--- config.mk ---
export PLATFORM = sky130hd
export DESIGN_NAME = serial_comparator_32
export DESIGN_NICKNAME = d
export VERILOG_FILES = /design/src/rtl/serial_comparator_32.sv
export SDC_FILE = /design/constraint.sdc
export NUM_CORES = 1
export LEC_CHECK = 0
export ABC_AREA = 1
export CAP_MARGIN = 30
export CORE_ASPECT_RATIO = 1.4
export CORE_MARGIN = 10
export CORE_UTILIZATION = 42
export DETAILED_ROUTE_END_ITERATION = 7
export HOLD_SLACK_MARGIN = 0.08
export PLACE_DENSITY = 0.71
export SYNTH_ARGS = -nofsm -noshare
export SYNTH_HDL_FRONTEND = slang
export SYNTH_SLANG_ARGS = --single-unit
export TNS_END_PERCENT = 100
--- constraint.sdc ---
create_clock -name clock -period 5.2 [get_ports clock]
set_input_delay 1.56 -clock clock [delete_from_list [all_inputs] [get_ports clock]]
set_output_delay 1.56 -clock clock [all_outputs]
set_load 0.01 [all_outputs]
--- src/rtl/serial_comparator_32.sv ---
// Byte-serial signed 32-bit magnitude comparator.
// Ports: clock, reset (async, active-low), ctrl_compare start strobe,
//   a/b operands, LT/EQ registered result, data_resultRDY one-cycle
//   result-valid pulse, busy while a comparison is running.
//   Optional macro SERIAL_CMP_UNSIGNED_EN adds is_unsigned, which
//   selects a plain unsigned compare for that operation.
module serial_comparator_32 (
   input  logic        clock,
   input  logic        reset,
   input  logic        ctrl_compare,
`ifdef SERIAL_CMP_UNSIGNED_EN
   input  logic        is_unsigned,
`endif
   input  logic [31:0] a,
   input  logic [31:0] b,
   output logic        LT,
   output logic        EQ,
   output logic        data_resultRDY,
   output logic        busy
);

   typedef enum logic [1:0] {
      IDLE = 2'd0,
      RUN  = 2'd1,
      DONE = 2'd2
   } state_e;

   state_e      state_q, state_d;
   logic [1:0]  idx_q, idx_d;
   logic [31:0] a_q, a_d;
   logic [31:0] b_q, b_d;
   logic        lt_acc_q, lt_acc_d;
   logic        eq_acc_q, eq_acc_d;
   logic        lt_q, lt_d;
   logic        eq_q, eq_d;
`ifdef SERIAL_CMP_UNSIGNED_EN
   logic        uns_q, uns_d;
`endif

   logic [7:0]  byte_a;
   logic [7:0]  byte_b;
   logic        lt_step;
   logic        eq_step;
   logic        sign_fix;

   always_comb begin
      unique case (idx_q)
         2'd0: begin byte_a = a_q[7:0];   byte_b = b_q[7:0];   end
         2'd1: begin byte_a = a_q[15:8];  byte_b = b_q[15:8];  end
         2'd2: begin byte_a = a_q[23:16]; byte_b = b_q[23:16]; end
         default: begin
            byte_a = a_q[31:24];
            byte_b = b_q[31:24];
         end
      endcase
   end

   // A differing higher byte overrides whatever lower bytes decided.
   assign lt_step = (byte_a != byte_b) ? (byte_a < byte_b) : lt_acc_q;
   assign eq_step = eq_acc_q & (byte_a == byte_b);

   // Unsigned byte order is wrong only when the sign bits differ.
`ifdef SERIAL_CMP_UNSIGNED_EN
   assign sign_fix = (a_q[31] ^ b_q[31]) & ~uns_q;
`else
   assign sign_fix = a_q[31] ^ b_q[31];
`endif

   always_comb begin
      state_d  = state_q;
      idx_d    = idx_q;
      a_d      = a_q;
      b_d      = b_q;
      lt_acc_d = lt_acc_q;
      eq_acc_d = eq_acc_q;
      lt_d     = lt_q;
      eq_d     = eq_q;
`ifdef SERIAL_CMP_UNSIGNED_EN
      uns_d    = uns_q;
`endif
      unique case (state_q)
         IDLE, DONE: begin
            state_d = (state_q == DONE) ? IDLE : state_q;
            if (ctrl_compare) begin
               state_d  = RUN;
               idx_d    = 2'd0;
               a_d      = a;
               b_d      = b;
               lt_acc_d = 1'b0;
               eq_acc_d = 1'b1;
`ifdef SERIAL_CMP_UNSIGNED_EN
               uns_d    = is_unsigned;
`endif
            end
         end
         RUN: begin
            idx_d    = idx_q + 2'd1;
            lt_acc_d = lt_step;
            eq_acc_d = eq_step;
            if (idx_q == 2'd3) begin
               state_d = DONE;
               lt_d    = sign_fix ? a_q[31] : lt_step;
               eq_d    = eq_step;
            end
         end
         default: state_d = IDLE;
      endcase
   end

   always_ff @(posedge clock or negedge reset) begin
      if (!reset) begin
         state_q  <= IDLE;
         idx_q    <= 2'd0;
         a_q      <= 32'd0;
         b_q      <= 32'd0;
         lt_acc_q <= 1'b0;
         eq_acc_q <= 1'b1;
         lt_q     <= 1'b0;
         eq_q     <= 1'b0;
`ifdef SERIAL_CMP_UNSIGNED_EN
         uns_q    <= 1'b0;
`endif
      end else begin
         state_q  <= state_d;
         idx_q    <= idx_d;
         a_q      <= a_d;
         b_q      <= b_d;
         lt_acc_q <= lt_acc_d;
         eq_acc_q <= eq_acc_d;
         lt_q     <= lt_d;
         eq_q     <= eq_d;
`ifdef SERIAL_CMP_UNSIGNED_EN
         uns_q    <= uns_d;
`endif
      end
   end

   assign LT             = lt_q;
   assign EQ             = eq_q;
   assign busy           = (state_q == RUN);
   assign data_resultRDY = (state_q == DONE);

endmodule

### Yosys cells after proc, flatten, opt, wreduce, memory -nomap -nowiden

Index checks and enable logic that the tools add are counted.

| word-level totals | value |
|---|---|
| register bits | 72 |
| input port bits | 67 |

| operators by class | value |
|---|---|
| add/subtract/negate cells | 1 |
| $lt $le $gt $ge | 1 |
| eq/ne operators | 10 |
| mux-type cells | 14 |
| bitwise gates (word level) | 2 |
| reduce and logical (&&, ||, !) cells | 8 |

Operators with widths:

| cell | number |
|---|---|
| case mux 8 bit (3 select lines) | 2 |
| equality test 8 bit | 1 |
| less-than comparator 8 bit | 1 |
| two-way mux 2 bit | 4 |
| != test 8 bit | 1 |
| case mux 2 bit (2 select lines) | 2 |
| AND reduction 2 bit | 4 |
| equality test 2 bit, second input constant | 3 |
| equality test 2 x 1 -> 1 bit, second input constant | 2 |
| logical NOT 2 bit | 2 |
| two-way mux 1 bit | 4 |
| case mux 1 bit (2 select lines) | 2 |
| != test 3 bit, second input constant | 1 |
| adder 2 x 1 -> 2 bit, second input constant | 1 |
| != test 2 x 1 -> 1 bit, second input constant | 1 |
| != test 2 bit, second input constant | 1 |
| nonzero test 2 bit | 1 |
| OR reduction 2 bit | 1 |
| AND 1 bit | 1 |
| XOR 1 bit | 1 |

### Logic depth before layout (Yosys ltp)

Gate-level depths: netlist (run 1).

| logic depth | value |
|---|---|
| depth in word-level cells | 5 |
| mapped depth | 17 |

### Least setup slack after synthesis (run 1)

Ideal clock, no wire load.

| timing | value |
|---|---|
| path kind | flip-flop to output port |
| start | reg state_q[1] |
| end | out busy |
| arrival | 0.578 ns |
| slack | 3.062 ns |
| stages on the path, launching flop included | 2 |
| path buffers | 0 |
| cell sequence | dfrtp_1 -> nor2_4 |

| between the ends | value |
|---|---|
| longest elaborated chain between the ends | 1 |

RTL lines:

| what | line | source |
|---|---|---|
| from (decl) | 28 | `state_e state_q, state_d;` |
| from (signal assigned) | 124 | `state_q <= state_d;` |
| equality test 2 x 1 -> 1 bit | 140 | `assign busy = (state_q == RUN);` |
| to (decl) | 19 | `output logic busy` |

Every way passes these cells.

### Final worst setup path (run 1)

Ends and elaborated chain as after synthesis.

==> results of run 1 <==
-- cells by family (layout without fill, tap and decap cells) --
group,count (synthesis),in the layout,share of synthesized area (%)
AND/OR/NAND/NOR,266,266,29.5
flip-flops,72,72,51.9
AO/OA/AOI/OAI,41,41,7.50
buffers and inverters,40,106,6.74
adder cells (fa/ha/maj),12,12,4.32
-- per-layer routing --
| layer | routed length, µm | GRT usage (%) | share of wire, % | vias up |
|---|---|---|---|---|
| met5 | 0 | 0 | 0 | - |
| met1 | 3640 | 16.0 | 42 | 1372 |
| met3 | 334 | 2.97 | 3.9 | 13 |
| li1 | - | - | - | 1468 |
| met2 | 4470 | 25.0 | 52 | 70 |
| met4 | 202 | 5.48 | 2.3 | 0 |
-- worst reg2reg max path: stages, from the launching register on --
cell and delay [ps]:
dfrtp_1 370, ha_1 540, inv_1 490, nand2_1 170, o22ai_1 120, ha_1 320, nand2_1 60, inv_2 70
nand2_2 60, nor3b_1 300, o21bai_1 160
-- worst min-delay path by stage --
stage	from	end	slack, ps	cells past startpoint
6_report	LT	LT	470	2
3_3_place_gp	EQ	EQ	460	2
2_1_floorplan	a_q[14]	a_q[14]	450	2
4_1_cts	LT	LT	480	2
3_5_place_dp	a_q[7]	a_q[7]	460	2
5_1_grt	a_q[7]	a_q[7]	500	2
-- layout make-up --
class | instances | area [µm²] | share of cell area, %
clock buffer | 11 | 253 | 5.62
timing repair buffer | 73 | 738 | 16.4
inverter | 17 | 63.8 | 1.42
clock inverter | 5 | 78.8 | 1.75
tap | 102 | 128 | 2.84
multi-input combinational | 319 | 1440 | 31.9
sequential | 72 | 1800 | 40.1
-- registers in the layout, indices dropped and copies added (netlist names) --
register  flops
b_q          32
LT            1
state_q       2
EQ            1
eq_acc_q      1
idx_q         2
lt_acc_q      1
a_q          32
-- where the power goes --
part	internal [W]	total [W]	switching [W]	leakage (nW)
clock	0.000445	0.000671	0.000226	0.165
sequential	0.000826	0.000979	0.000153	0.890
combinational	0.000475	0.00119	0.000713	1.26
total	0.00175	0.00284	0.00109	2.31
-- metrics by stage --
stage	cell area (µm²)	worst slack, ps
final	4500	2130
after global routing	4500	2090
after CTS	4500	2120
after detailed placement	4170	2150
after global placement	4140	1970
after floorplan	3470	3060
-- Yosys cell counts (all sizes together) --
cell	count
a31oi	7
o21ai	5
o21bai	1
dfrtp	71
nor3b	1
clkbuf	1
buf	22
nand4	1
o22ai	7
nor2	12
nand3	2
ha	12
a32oi	1
nand2	250
inv	17
dfstp	1
a21oi	12
a32o	1
a22o	7
==> qor.yml, run 1 <==
run_status:
  outcome: "finished clean"
critical_path:
  r2r-start: "idx_q[0]"
  path_depth: 2
  start_kind: "register"
  crit_type: "reg2out"
  cpLargestDelayFamily: "buffers and inverters"
  slowest_stage: "clkdlybuf4s50_1"
  startpoint: "state_q[1]"
  path_cells: "nor2_4 -> clkdlybuf4s50_1"
  worstSetupEndpoint: "busy"
  crit_required_ps: 3640
  cp_num_buf_inv: 1
  end_kind: "output port"
  r2r-end: "eq_acc_q"
  crit_fanout: 7
  max_stage_delay_ps: 570
  cp.arrival_ps: 1510
  rrSetupSlack_ps: 2460
  r2r_cells: 10
sta:
  relSlewSlack_pct: 42.2
  hold_slack_ps: 474
  period_minus_slack_ps: 3070
  tightest_slew_ps: 867
  setup_viol: 0
  skew_ps: 8.26
  rsz0062_at_grt: "false"
  period_share_pct: 59.0
  max_freq_ghz: 0.326
  hold_viol: 0
  tns_ps: 0
  drv_slew: 0
clock_tree:
  post_cts_buffers: 0
  clock_latency_ps: 330
  ctsHoldBuffers: 0
  numClockSinks: 72
  cts_tree: "yes"
  clock-root-buffer: "clkbuf_16"
  clk_pin_slew_ps: 50
  htreeDepth: 3
  cts_inserted_buffers: 9
  cts.repair.resized: 0
  clockBufferDepth: 2
placement:
  dp_hpwl_um: 6130
  place_inst: 583
  gp_congestion: 0.803
  io_buffers: 70
flow_run:
  max_cap_viol_count: 0
grt:
  grt_pass1_wl_um: 14400
  track_usage_pct: 14.0
  grt_pass1_vias: 3038
  antenna_found_initial: 0
  grt-ovfl-total: 0
  grt_max_degree: 66
logic_synthesis:
  synth.largest_area_cell: "dfrtp_1"
  ys_seq_elements: 72
  synth.avg_cell_area_um2: 8.06
  syn_inst: 431
  syn_area_um2: 3470
  synthDistinctLibCells: 25
  ys_seq_area_share_pct: 51.9
  synth_top_area_share_pct: 51.2
  synth.area.top_cells: "dfrtp_1 51%, nand2_1 27%, ha_1 4.3%"
  synth.net_count: 510
  ys_warn_count: 0
detailed_routing:
  drt_pass1_iterations: 4
  wl_per_cell_um: 14.4
  drtAntennaViolNets: 0
  routed_via_density: 4.88
  drc_errors: 0
  vias: 2923
  drt_iter0_drc: 198
  routed_wl_um: 8650
pwr:
  fin_total_pwr_w: 0.00284
  p_leak_nw: 2.31
  ir_drop_mv: 0.333
  power_density_nw_per_um2: 631
final_layout:
  final_common_cell: "nand2_1"
  n_antenna_cell: 0
  synthToLayoutAreaGrowth_pct: 29.6
  fin_util_pct: 55.5
  final_cells: 599
  final_cell_mix: "247 x nand2_1, 71 x dfrtp_1, 69 x clkdlybuf4s50_1"
  final_nets: 571
  fillers: 762
  layout-drive-gt1-share_pct: 5.84
die:
  ios: 71
  rows: 39
  fp.dieW_um: 96.8
  core_area_um2: 8100
  initial_core_util_pct: 42.9
  die_h_um: 128
  die_area_um2: 12400
worst_hold_path:
  hp-class: "reg2reg"
No activity file was read; power rests on OpenSTA's default activity.
==> run 2, diff against run 1 <==
==> constraint.sdc (replaced) <==
create_clock -name clock -period 3.2 [get_ports clock]
set_input_delay 0.96 -clock clock [delete_from_list [all_inputs] [get_ports clock]]
set_output_delay 0.96 -clock clock [all_outputs]
set_load 0.01 [all_outputs]
==> run 2 against run 1 <==
Against the previous run: flip-flop and latch count stayed put; clock skew is 2.2 ps lower; critical path depth is 10 higher; routed wire length is 1.3% higher; count of clock-buffer cells in the layout is 1 higher; final cell count is 0.50% higher; clock power is 64% higher; sequential share of layout area hardly changed; critical path type is now reg2reg; largest cell class unchanged.
==> qor.yml, run 2 (synthesis results as in run 1) <==
die:
  die_h_um: 128  # unchanged
  rows: 39  # unchanged
  core_area_um2: 8100  # unchanged
  ios: 71  # unchanged
  fp.dieW_um: 96.8  # unchanged
  initial_core_util_pct: 42.9  # unchanged
  die_area_um2: 12400  # unchanged
clock_tree:
  htreeDepth: 3  # unchanged
  post_cts_buffers: 0  # unchanged
  cts_inserted_buffers: 9  # unchanged
  numClockSinks: 72  # unchanged
  cts.repair.resized: 0  # unchanged
  clk_pin_slew_ps: 60  # about the same
  clock_latency_ps: 330  # about the same
  clockBufferDepth: 2  # unchanged
  ctsHoldBuffers: 0  # unchanged
  cts_tree: "yes"
  clock-root-buffer: "clkbuf_16"
grt:
  grt-ovfl-total: 0  # unchanged
  track_usage_pct: 14.6  # +0.55 points
  grt_pass1_wl_um: 14900  # +3.2%
  antenna_found_initial: 0  # unchanged
  grt_max_degree: 73  # +11%
  grt_pass1_vias: 3220  # +6.0%
final_layout:
  final_common_cell: "nand2_1"
  postLayoutCellArea_um2: 4500  # about the same
  final_nets: 574  # +0.53%
  regArea_um2: 1800  # unchanged
  multi_input_area_um2: 1440  # unchanged
  synthToLayoutAreaGrowth_pct: 29.7  # about the same
  fin_util_pct: 55.6  # about the same
  layout-drive-gt1-share_pct: 6.20  # +0.36 points
  n_antenna_cell: 0  # unchanged
  final_cell_mix: "247 x nand2_1, 71 x dfrtp_1, 69 x clkdlybuf4s50_1"
  fillers: 769  # +0.92%
  largestRegisters: "a_q (32), b_q (32)"
critical_path:
  start_kind: "register"
  cp.arrival_ps: 2870  # +1360 ps
  crit_fanout: 21  # +14
  crit_required_ps: 3420  # -220 ps
  startpoint: "idx_q[1]"
  r2r-start: "idx_q[1]"
  end_kind: "register"
  crit_type: "reg2reg"
detailed_routing:
  routed_wl_um: 8760  # +1.3%
  met2_length_um: 4440  # -0.54%
  drc_errors: 0  # unchanged
  wl_met1_um: 3580  # -1.7%
  routed_via_density: 4.93  # +1.1%
  wl_per_cell_um: 14.5  # +0.76%
  drt_iter0_drc: 206  # +4.0%
  maxUsedRoutingLayer: "met4"
  dr_wl_met3_um: 336  # +0.60%
  drtAntennaViolNets: 0  # unchanged
  vias: 2970  # +1.6%
  drt_pass1_iterations: 4  # unchanged
pwr:
  power_frac_comb_pct: 41.3  # -0.6 points
  power.switching_w: 0.00181  # +66%
  power_density_nw_per_um2: 1030  # +64%
  power_frac_clock_pct: 23.6  # about the same
  p_leak_nw: 2.31  # about the same
  ir_drop_mv: 0.479  # +44%
  p_int_w: 0.00285  # +63%
  seqPwrFrac_pct: 35.2  # +0.7 points
  p_sw_share_pct: 38.9  # +0.43 points
worst_hold_path:
  hp-class: "reg2reg"
  min_from: "EQ"
sta:
  tightest_slew_ps: 880  # +13.7 ps
  rsz0062_at_grt: "false"
  skew_ps: 6.11  # -2.15 ps
  tns_ps: 0  # unchanged
  hold_viol: 0  # unchanged
  drv_slew: 0  # unchanged
  setup_slack_ps: 545  # -1590 ps
  period_share_pct: 83.0
  max_freq_ghz: 0.377
  setup_viol: 0  # unchanged
  period_minus_slack_ps: 2660
  relSlewSlack_pct: 41.3  # -0.91 points
placement:
  io_buffers: 70  # unchanged
  dp_slack_ps: 603  # -1550 ps
  place_area_um2: 4170  # about the same
  gp_congestion: 0.865  # +7.8%
  dp_hpwl_um: 6350  # +3.6%
run_status:
  outcome: "finished clean"
flow_run:
  max_cap_viol_count: 0  # unchanged
## run 2: changes by cell type in the layout (fill, tap and decap cells not counted), sizes merged
cell,delta
clkinv,-2
clkbuf,+1
buf,+3
clkinvlp,+1
## run 2: metal layers
| layer | up-vias | global-route usage [%] |
|---|---|---|
| met5 | - | 0 |
| met4 | 0 | 9.83 |
| met3 | 28 | 3.29 |
| met2 | 82 | 24.9 |
| met1 | 1388 | 15.9 |
| li1 | 1472 | - |
## run 2: power by group through the flow
stage	logic [W]	registers [W]	clock network [W]
after global placement	0.00182	0.00164	0
after floorplan	0.00151	0.00153	0
after detailed placement	0.00191	0.00163	0
after CTS	0.00193	0.00163	0.00111
after global routing	0.00225	0.00168	0.00116
final	0.00192	0.00164	0.00110
## run 2: critical path, stage by stage, from the launching register on
cell and delay, ps:
dfrtp_1 380, ha_1 490, inv_1 430, nand2_1 160, o22ai_1 110, ha_1 350
nand4_1 180, nor2_2 140, nor2_1 50, nand2_1 70, nand3_1 70, nand2_1 60
nand2_1 40
## run 2: worst paths after layout
path | to | slack [ps] | cells past startpoint
setup / recovery | LT | 540 | 12
hold / removal | EQ | 480 | 2
setup reg to reg | LT | 540 | 12
hold reg to reg | EQ | 480 | 2
max in group asynchronous | LT | 1790 | 2
min in group asynchronous | a_q[17] | 830 | 2
## run 2: through the flow
| stage | instances | power (W) | hold slack (ps) |
|---|---|---|---|
| floorplan | 431 | 0.00304 | 449 |
| global placement | 586 | 0.00346 | 465 |
| detailed placement | 586 | 0.00354 | 466 |
| CTS | 602 | 0.00467 | 481 |
| global route | 602 | 0.00509 | 502 |
| finish | 602 | 0.00466 | 477 |
## run 2: final cells by class
class / count / area share [%]
Clock buffer: 12 / 5.70
Clock inverter: 4 / 1.69
Inverter: 17 / 1.42
Multi-Input combinational cell: 319 / 31.9
Sequential cell: 72 / 40.0
Tap cell: 102 / 2.83
Timing Repair Buffer: 76 / 16.4
